## config.mk

```make
export PLATFORM = sky130hd
export DESIGN_NAME = semaforo_n_vias_flat
export DESIGN_NICKNAME = d
export VERILOG_FILES = /design/src/rtl/semaforo_n_vias_if.sv /design/src/rtl/semaforo_n_vias.sv /design/src/flat_wrapper.sv
export SDC_FILE = /design/constraint.sdc
export NUM_CORES = 1
export LEC_CHECK = 0
export ABC_AREA = 1
export CORE_ASPECT_RATIO = 2
export CORE_MARGIN = 2
export CORE_UTILIZATION = 24
export CTS_CLUSTER_DIAMETER = 30
export CTS_CLUSTER_SIZE = 25
export DETAILED_ROUTE_END_ITERATION = 10
export MAX_ROUTING_LAYER = met4
export PLACE_DENSITY = 0.53
export SYNTH_ARGS = -nofsm -noshare
export SYNTH_HDL_FRONTEND = slang
export SYNTH_SLANG_ARGS = --single-unit
```

## constraint.sdc

```tcl
create_clock -name clk -period 2 [get_ports clk]
set_input_delay 0.3 -clock clk [delete_from_list [all_inputs] [get_ports clk]]
set_output_delay 0.3 -clock clk [all_outputs]
set_load 0.1 [all_outputs]
```

## src/rtl/semaforo_n_vias_if.sv

```systemverilog
// Lamp/sensor bundle of the N-road traffic-light controller.
interface semaforo_n_vias_if #(
   parameter int unsigned N_VIAS = 3
);
   localparam int unsigned W_VIA = (N_VIAS > 1) ? $clog2(N_VIAS) : 1;

   logic [N_VIAS-1:0] sensores;
   logic              modo;
   logic [N_VIAS-1:0] verde;
   logic [N_VIAS-1:0] amarelo;
   logic [N_VIAS-1:0] vermelho;
   logic [W_VIA-1:0]  via_atual;
   logic              troca;

   modport master (
      output sensores, modo,
      input  verde, amarelo, vermelho, via_atual, troca
   );

   modport slave (
      input  sensores, modo,
      output verde, amarelo, vermelho, via_atual, troca
   );
endinterface

```

## src/rtl/semaforo_n_vias.sv

```systemverilog
// Traffic-light controller for N converging roads: timed green/yellow/all-red
// cycle, next road picked by fixed priority or round-robin, road 0 is default.
module semaforo_n_vias #(
   parameter int unsigned N_VIAS    = 3,
   parameter int unsigned T_VERDE   = 8,
   parameter int unsigned T_AMARELO = 3,
   parameter int unsigned T_LIMPEZA = 1
) (
   input logic              clk,
   input logic              reset,
   semaforo_n_vias_if.slave bus
);
   localparam int unsigned W_VIA = (N_VIAS > 1) ? $clog2(N_VIAS) : 1;
   localparam int unsigned T_MAX_VA = (T_VERDE > T_AMARELO) ? T_VERDE : T_AMARELO;
   localparam int unsigned T_MAX = (T_MAX_VA > T_LIMPEZA) ? T_MAX_VA : T_LIMPEZA;
   localparam int unsigned W_CNT = $clog2(T_MAX + 1);

   typedef enum logic [1:0] {VERDE, AMARELO, LIMPEZA} estado_t;

   estado_t           estado, estado_n;
   logic [W_CNT-1:0]  cnt, cnt_n;
   logic [W_VIA-1:0]  via, via_n;
   logic [W_VIA-1:0]  proxima, proxima_n;
   logic              troca_q, troca_n;
   logic [N_VIAS-1:0] verde_q, verde_n;
   logic [N_VIAS-1:0] amarelo_q, amarelo_n;
   logic [N_VIAS-1:0] vermelho_q, vermelho_n;

   logic [N_VIAS-1:0] outros;
   logic [W_VIA-1:0]  sel;
   logic              achou;

   // Choose the next road among requesters other than the current one.
   always_comb begin
      outros      = bus.sensores;
      outros[via] = 1'b0;
      sel         = '0;
      achou       = 1'b0;
      if (!bus.modo) begin
         for (int unsigned i = 0; i < N_VIAS; i++) begin
            if (outros[i] && !achou) begin
               sel   = W_VIA'(i);
               achou = 1'b1;
            end
         end
      end else begin
         for (int unsigned k = 1; k < N_VIAS; k++) begin
            if (outros[(32'(via) + k) % N_VIAS] && !achou) begin
               sel   = W_VIA'((32'(via) + k) % N_VIAS);
               achou = 1'b1;
            end
         end
      end
   end

   // Next state plus lamp decode of the next state, so lamps leave a flop.
   always_comb begin
      estado_n   = estado;
      cnt_n      = cnt;
      via_n      = via;
      proxima_n  = proxima;
      troca_n    = 1'b0;
      verde_n    = '0;
      amarelo_n  = '0;
      vermelho_n = '1;

      case (estado)
         VERDE: begin
            if (cnt != W_CNT'(T_VERDE - 1)) begin
               cnt_n = cnt + W_CNT'(1);
            end else if (outros != '0) begin
               proxima_n = sel;
               estado_n  = AMARELO;
               cnt_n     = '0;
            end else if (bus.sensores == '0 && via != '0) begin
               proxima_n = '0;
               estado_n  = AMARELO;
               cnt_n     = '0;
            end
         end
         AMARELO: begin
            if (cnt == W_CNT'(T_AMARELO - 1)) begin
               estado_n = LIMPEZA;
               cnt_n    = '0;
            end else begin
               cnt_n = cnt + W_CNT'(1);
            end
         end
         LIMPEZA: begin
            if (cnt == W_CNT'(T_LIMPEZA - 1)) begin
               estado_n = VERDE;
               via_n    = proxima;
               cnt_n    = '0;
               troca_n  = 1'b1;
            end else begin
               cnt_n = cnt + W_CNT'(1);
            end
         end
         default: begin
            estado_n = VERDE;
            cnt_n    = '0;
            via_n    = '0;
         end
      endcase

      case (estado_n)
         VERDE: begin
            verde_n[via_n]    = 1'b1;
            vermelho_n[via_n] = 1'b0;
         end
         AMARELO: begin
            amarelo_n[via_n]  = 1'b1;
            vermelho_n[via_n] = 1'b0;
         end
         default: ;
      endcase
   end

   always_ff @(posedge clk or posedge reset) begin
      if (reset) begin
         estado     <= VERDE;
         cnt        <= '0;
         via        <= '0;
         proxima    <= '0;
         troca_q    <= 1'b0;
         verde_q    <= N_VIAS'(1);
         amarelo_q  <= '0;
         vermelho_q <= ~N_VIAS'(1);
      end else begin
         estado     <= estado_n;
         cnt        <= cnt_n;
         via        <= via_n;
         proxima    <= proxima_n;
         troca_q    <= troca_n;
         verde_q    <= verde_n;
         amarelo_q  <= amarelo_n;
         vermelho_q <= vermelho_n;
      end
   end

   assign bus.verde     = verde_q;
   assign bus.amarelo   = amarelo_q;
   assign bus.vermelho  = vermelho_q;
   assign bus.via_atual = via;
   assign bus.troca     = troca_q;
endmodule

```

## src/flat_wrapper.sv

```systemverilog
// flat-port wrapper written by rule: the top's interface ports become plain ports
module semaforo_n_vias_flat 
#(
   parameter int unsigned N_VIAS    = 3,
   parameter int unsigned T_VERDE   = 8,
   parameter int unsigned T_AMARELO = 3,
   parameter int unsigned T_LIMPEZA = 1
)
  (clk, reset, bus_sensores, bus_modo, bus_verde, bus_amarelo, bus_vermelho, bus_via_atual, bus_troca);
  semaforo_n_vias_if #(.N_VIAS(N_VIAS)) bus_i ();
  input logic clk;
  input logic reset;
  input wire logic [$bits(bus_i.sensores)-1:0] bus_sensores;
  input wire logic [$bits(bus_i.modo)-1:0] bus_modo;
  output wire logic [$bits(bus_i.verde)-1:0] bus_verde;
  output wire logic [$bits(bus_i.amarelo)-1:0] bus_amarelo;
  output wire logic [$bits(bus_i.vermelho)-1:0] bus_vermelho;
  output wire logic [$bits(bus_i.via_atual)-1:0] bus_via_atual;
  output wire logic [$bits(bus_i.troca)-1:0] bus_troca;
  assign bus_i.sensores = bus_sensores;
  assign bus_i.modo = bus_modo;
  assign bus_verde = bus_i.verde;
  assign bus_amarelo = bus_i.amarelo;
  assign bus_vermelho = bus_i.vermelho;
  assign bus_via_atual = bus_i.via_atual;
  assign bus_troca = bus_i.troca;
  semaforo_n_vias #(.N_VIAS(N_VIAS), .T_VERDE(T_VERDE), .T_AMARELO(T_AMARELO), .T_LIMPEZA(T_LIMPEZA)) u_core (.clk(clk), .reset(reset), .bus(bus_i));
endmodule
```

==> results.toml <==
[cells_and_area]
final_area_sq_um = 1410
area_growth_pct = 26.0
final_common_cell = "nand2_1"
antenna_cells = 0
seqCellArea_sq_um = 507
drive_above_1_share_pct = 23.1
fillers = 486
instances_no_fill = 211
multi_input_area_sq_um = 522
layout.nets = 171
final_cell_mix = "27 x nand2_1, 23 x inv_1, 15 x dfrtp_1"

[floorplanning]
die_w_um = 52.2
dieArea_sq_um = 5240
fp.dieH_um = 100
core_area_sq_um = 4550
ios = 18
rows = 35
start_util_pct = 24.5

[route]
first_pass_iters = 4
wl_mm = 2.53
routed_via_density = 4.28
met3_length_um = 34
vias = 903
wl_per_cell_um = 12.0
drc = 0
m1WireLength_um = 886
drt_iter0_markers = 20
top_layer = "met4"
wl_met2_mm = 1.55
antenna_left = 0

[timing]
fmax_ghz = 0.576
worst_slack_ps = 263
period_share_pct = 86.8
finalSetupViolCount = 0
maxSlewViolCount = 0
setup_tns_ps = 0
slew_headroom_pct = 78.3
rsz0062_at_grt = "false"
worst_slew_pin_slew_ps = 324
fin_skew_ps = 1.25
finalCriticalPeriod_ps = 1740
timing.final.hold_violations = 0

[clock_network]
path_clk_slew_ps = 80
htree_levels = 1
cts_buffers = 3
clockBufferDepth = 2
cts_tree = "yes"
cts_setup_buffers = 0
cts.sinks = 20
clock_tree.root_cell = "clkbuf_8"
cts-resized-gates = 0
hold_buffers = 0
clk_latency_ps = 260

[critical_path]
crit_chain = "inv_1, ha_1, inv_1, nand2_1, nand3_1, o21ai_2, nand3_1, nor2_1"
critPathMaxFanout = 5
slowest_delay_ps = 450
worstSetupEndpointType = "flip-flop"
crit_family = "simple AND/OR/NAND/NOR gates"
critPathRequiredTime_ps = 2200
worst_setup_path_start_kind = "flip-flop"
worst_ep_arrival_time_ps = 1930
worst-setup-path-type = "flip-flop to flip-flop"
cp_slowest_cell = "dfrtp_2"
path_buf_inv = 2

[synth]
syn_inst = 134
syn_area_per_cell_sq_um = 8.33
ys_warn_count = 0
syn_area_sq_um = 1120
syn_nets = 148
synth-seq-cells = 20
ys_types = 21
yosysSeqAreaShare_pct = 45.2

[placed_design]
place_ws_ps = 238
gp_congestion = 0.731
postPlaceCellArea_sq_um = 1340
place_inst = 207
dp_hpwl_mm = 2.05
io_buffers = 17

[global_route]
grt_first_pass_wirelength_mm = 4.30
antenna_found_initial = 0
grt_start_max_net_pins = 21
grt_pass1_vias = 954
track_usage_pct = 11.6
grt_overflow_total = 0

[pwr]
cellPowerDensity_nw_per_um2 = 1810
finalPower_w = 0.00255
vdd_ir_drop_max_v = 0.000637
p_leak_nw = 0.691

[hold_path]
hold_class = "input pin to asynchronous set/reset pin"

[run]
cap_violations = 0

[run_status]
outcome = "complete, no violations"
## sequential cells by signal (all words and copies together) (netlist names)
signal	count
u_core.bus.amarelo	3
u_core.bus.via_atual	2
u_core.bus.verde	3
u_core.estado	2
u_core.bus.vermelho	3
u_core.bus.troca	1
u_core.cnt	4
u_core.proxima	2
## cell families after synthesis
group | Yosys count | share of synthesized area (%)
flops | 20 | 45.2
simple gates | 65 | 26.9
fa+ha+maj | 8 | 8.97
compound gates | 17 | 10.9
buf+inv | 24 | 8.07
## tightest hold or removal path, delay by kind of cell
kind	cells	cell delay (ps)
buffers and inverters	3	700
## where the power goes
group	switching [W]	internal [W]	leakage, nW
Sequential	0.000131	0.000572	0.253
Clock	0.000143	0.000267	0.0357
Combinational	0.00105	0.000386	0.402
Total	0.00133	0.00123	0.691
## area by class of cell
type / count / share of cell area [%]
Inverter: 24 / 6.41
Sequential cell: 20 / 36.0
Clock inverter: 1 / 2.14
Timing Repair Buffer: 18 / 10.5
Multi-Input combinational cell: 90 / 37.1
Clock buffer: 3 / 2.94
Tap cell: 55 / 4.89
## Yosys cell counts, drive strengths merged
cell type  number  area [sq um]
nand2          31           126
o21ai           7          46.3
o31ai           1          7.51
a22oi           3          32.5
ha              8           100
nor2           17          81.3
nand4           2          12.5
o211ai          2          15.0
nand3          13          65.1
dfrtp          17           425
nor3            2          15.0
dfstp           3          78.8
inv            24          90.1
a21oi           4          20.0
## path summary, 6_finish.rpt
| path | start | end | slack (ps) | cells after the start |
|---|---|---|---|---|
| setup / recovery | u_core.bus.via_atual[1] | u_core.bus.verde[1] | 260 | 8 |
| hold / removal | reset | u_core.bus.amarelo[0] | 350 | 3 |
| setup reg to reg | u_core.bus.via_atual[1] | u_core.bus.verde[1] | 260 | 8 |
| hold reg to reg | u_core.proxima[0] | u_core.proxima[0] | 550 | 2 |
| max in group asynchronous | reset | u_core.bus.vermelho[2] | 1380 | 3 |
| min in group clk | u_core.proxima[0] | u_core.proxima[0] | 550 | 2 |
## routing by layer
layer / up-vias / track usage [%]
met4: 0 / 5.92
met2: 12 / 21.7
met1: 415 / 11.0
met3: 5 / 1.34
met5: - / -
li1: 471 / -
## metrics by stage
step,hold WS [ps],utilization [%]
floorplan,261,-
global placement,526,29.3
finish,354,30.9
CTS,359,30.9
global route,396,30.9
detailed placement,527,29.3
(Power assumes the default switching activity.)
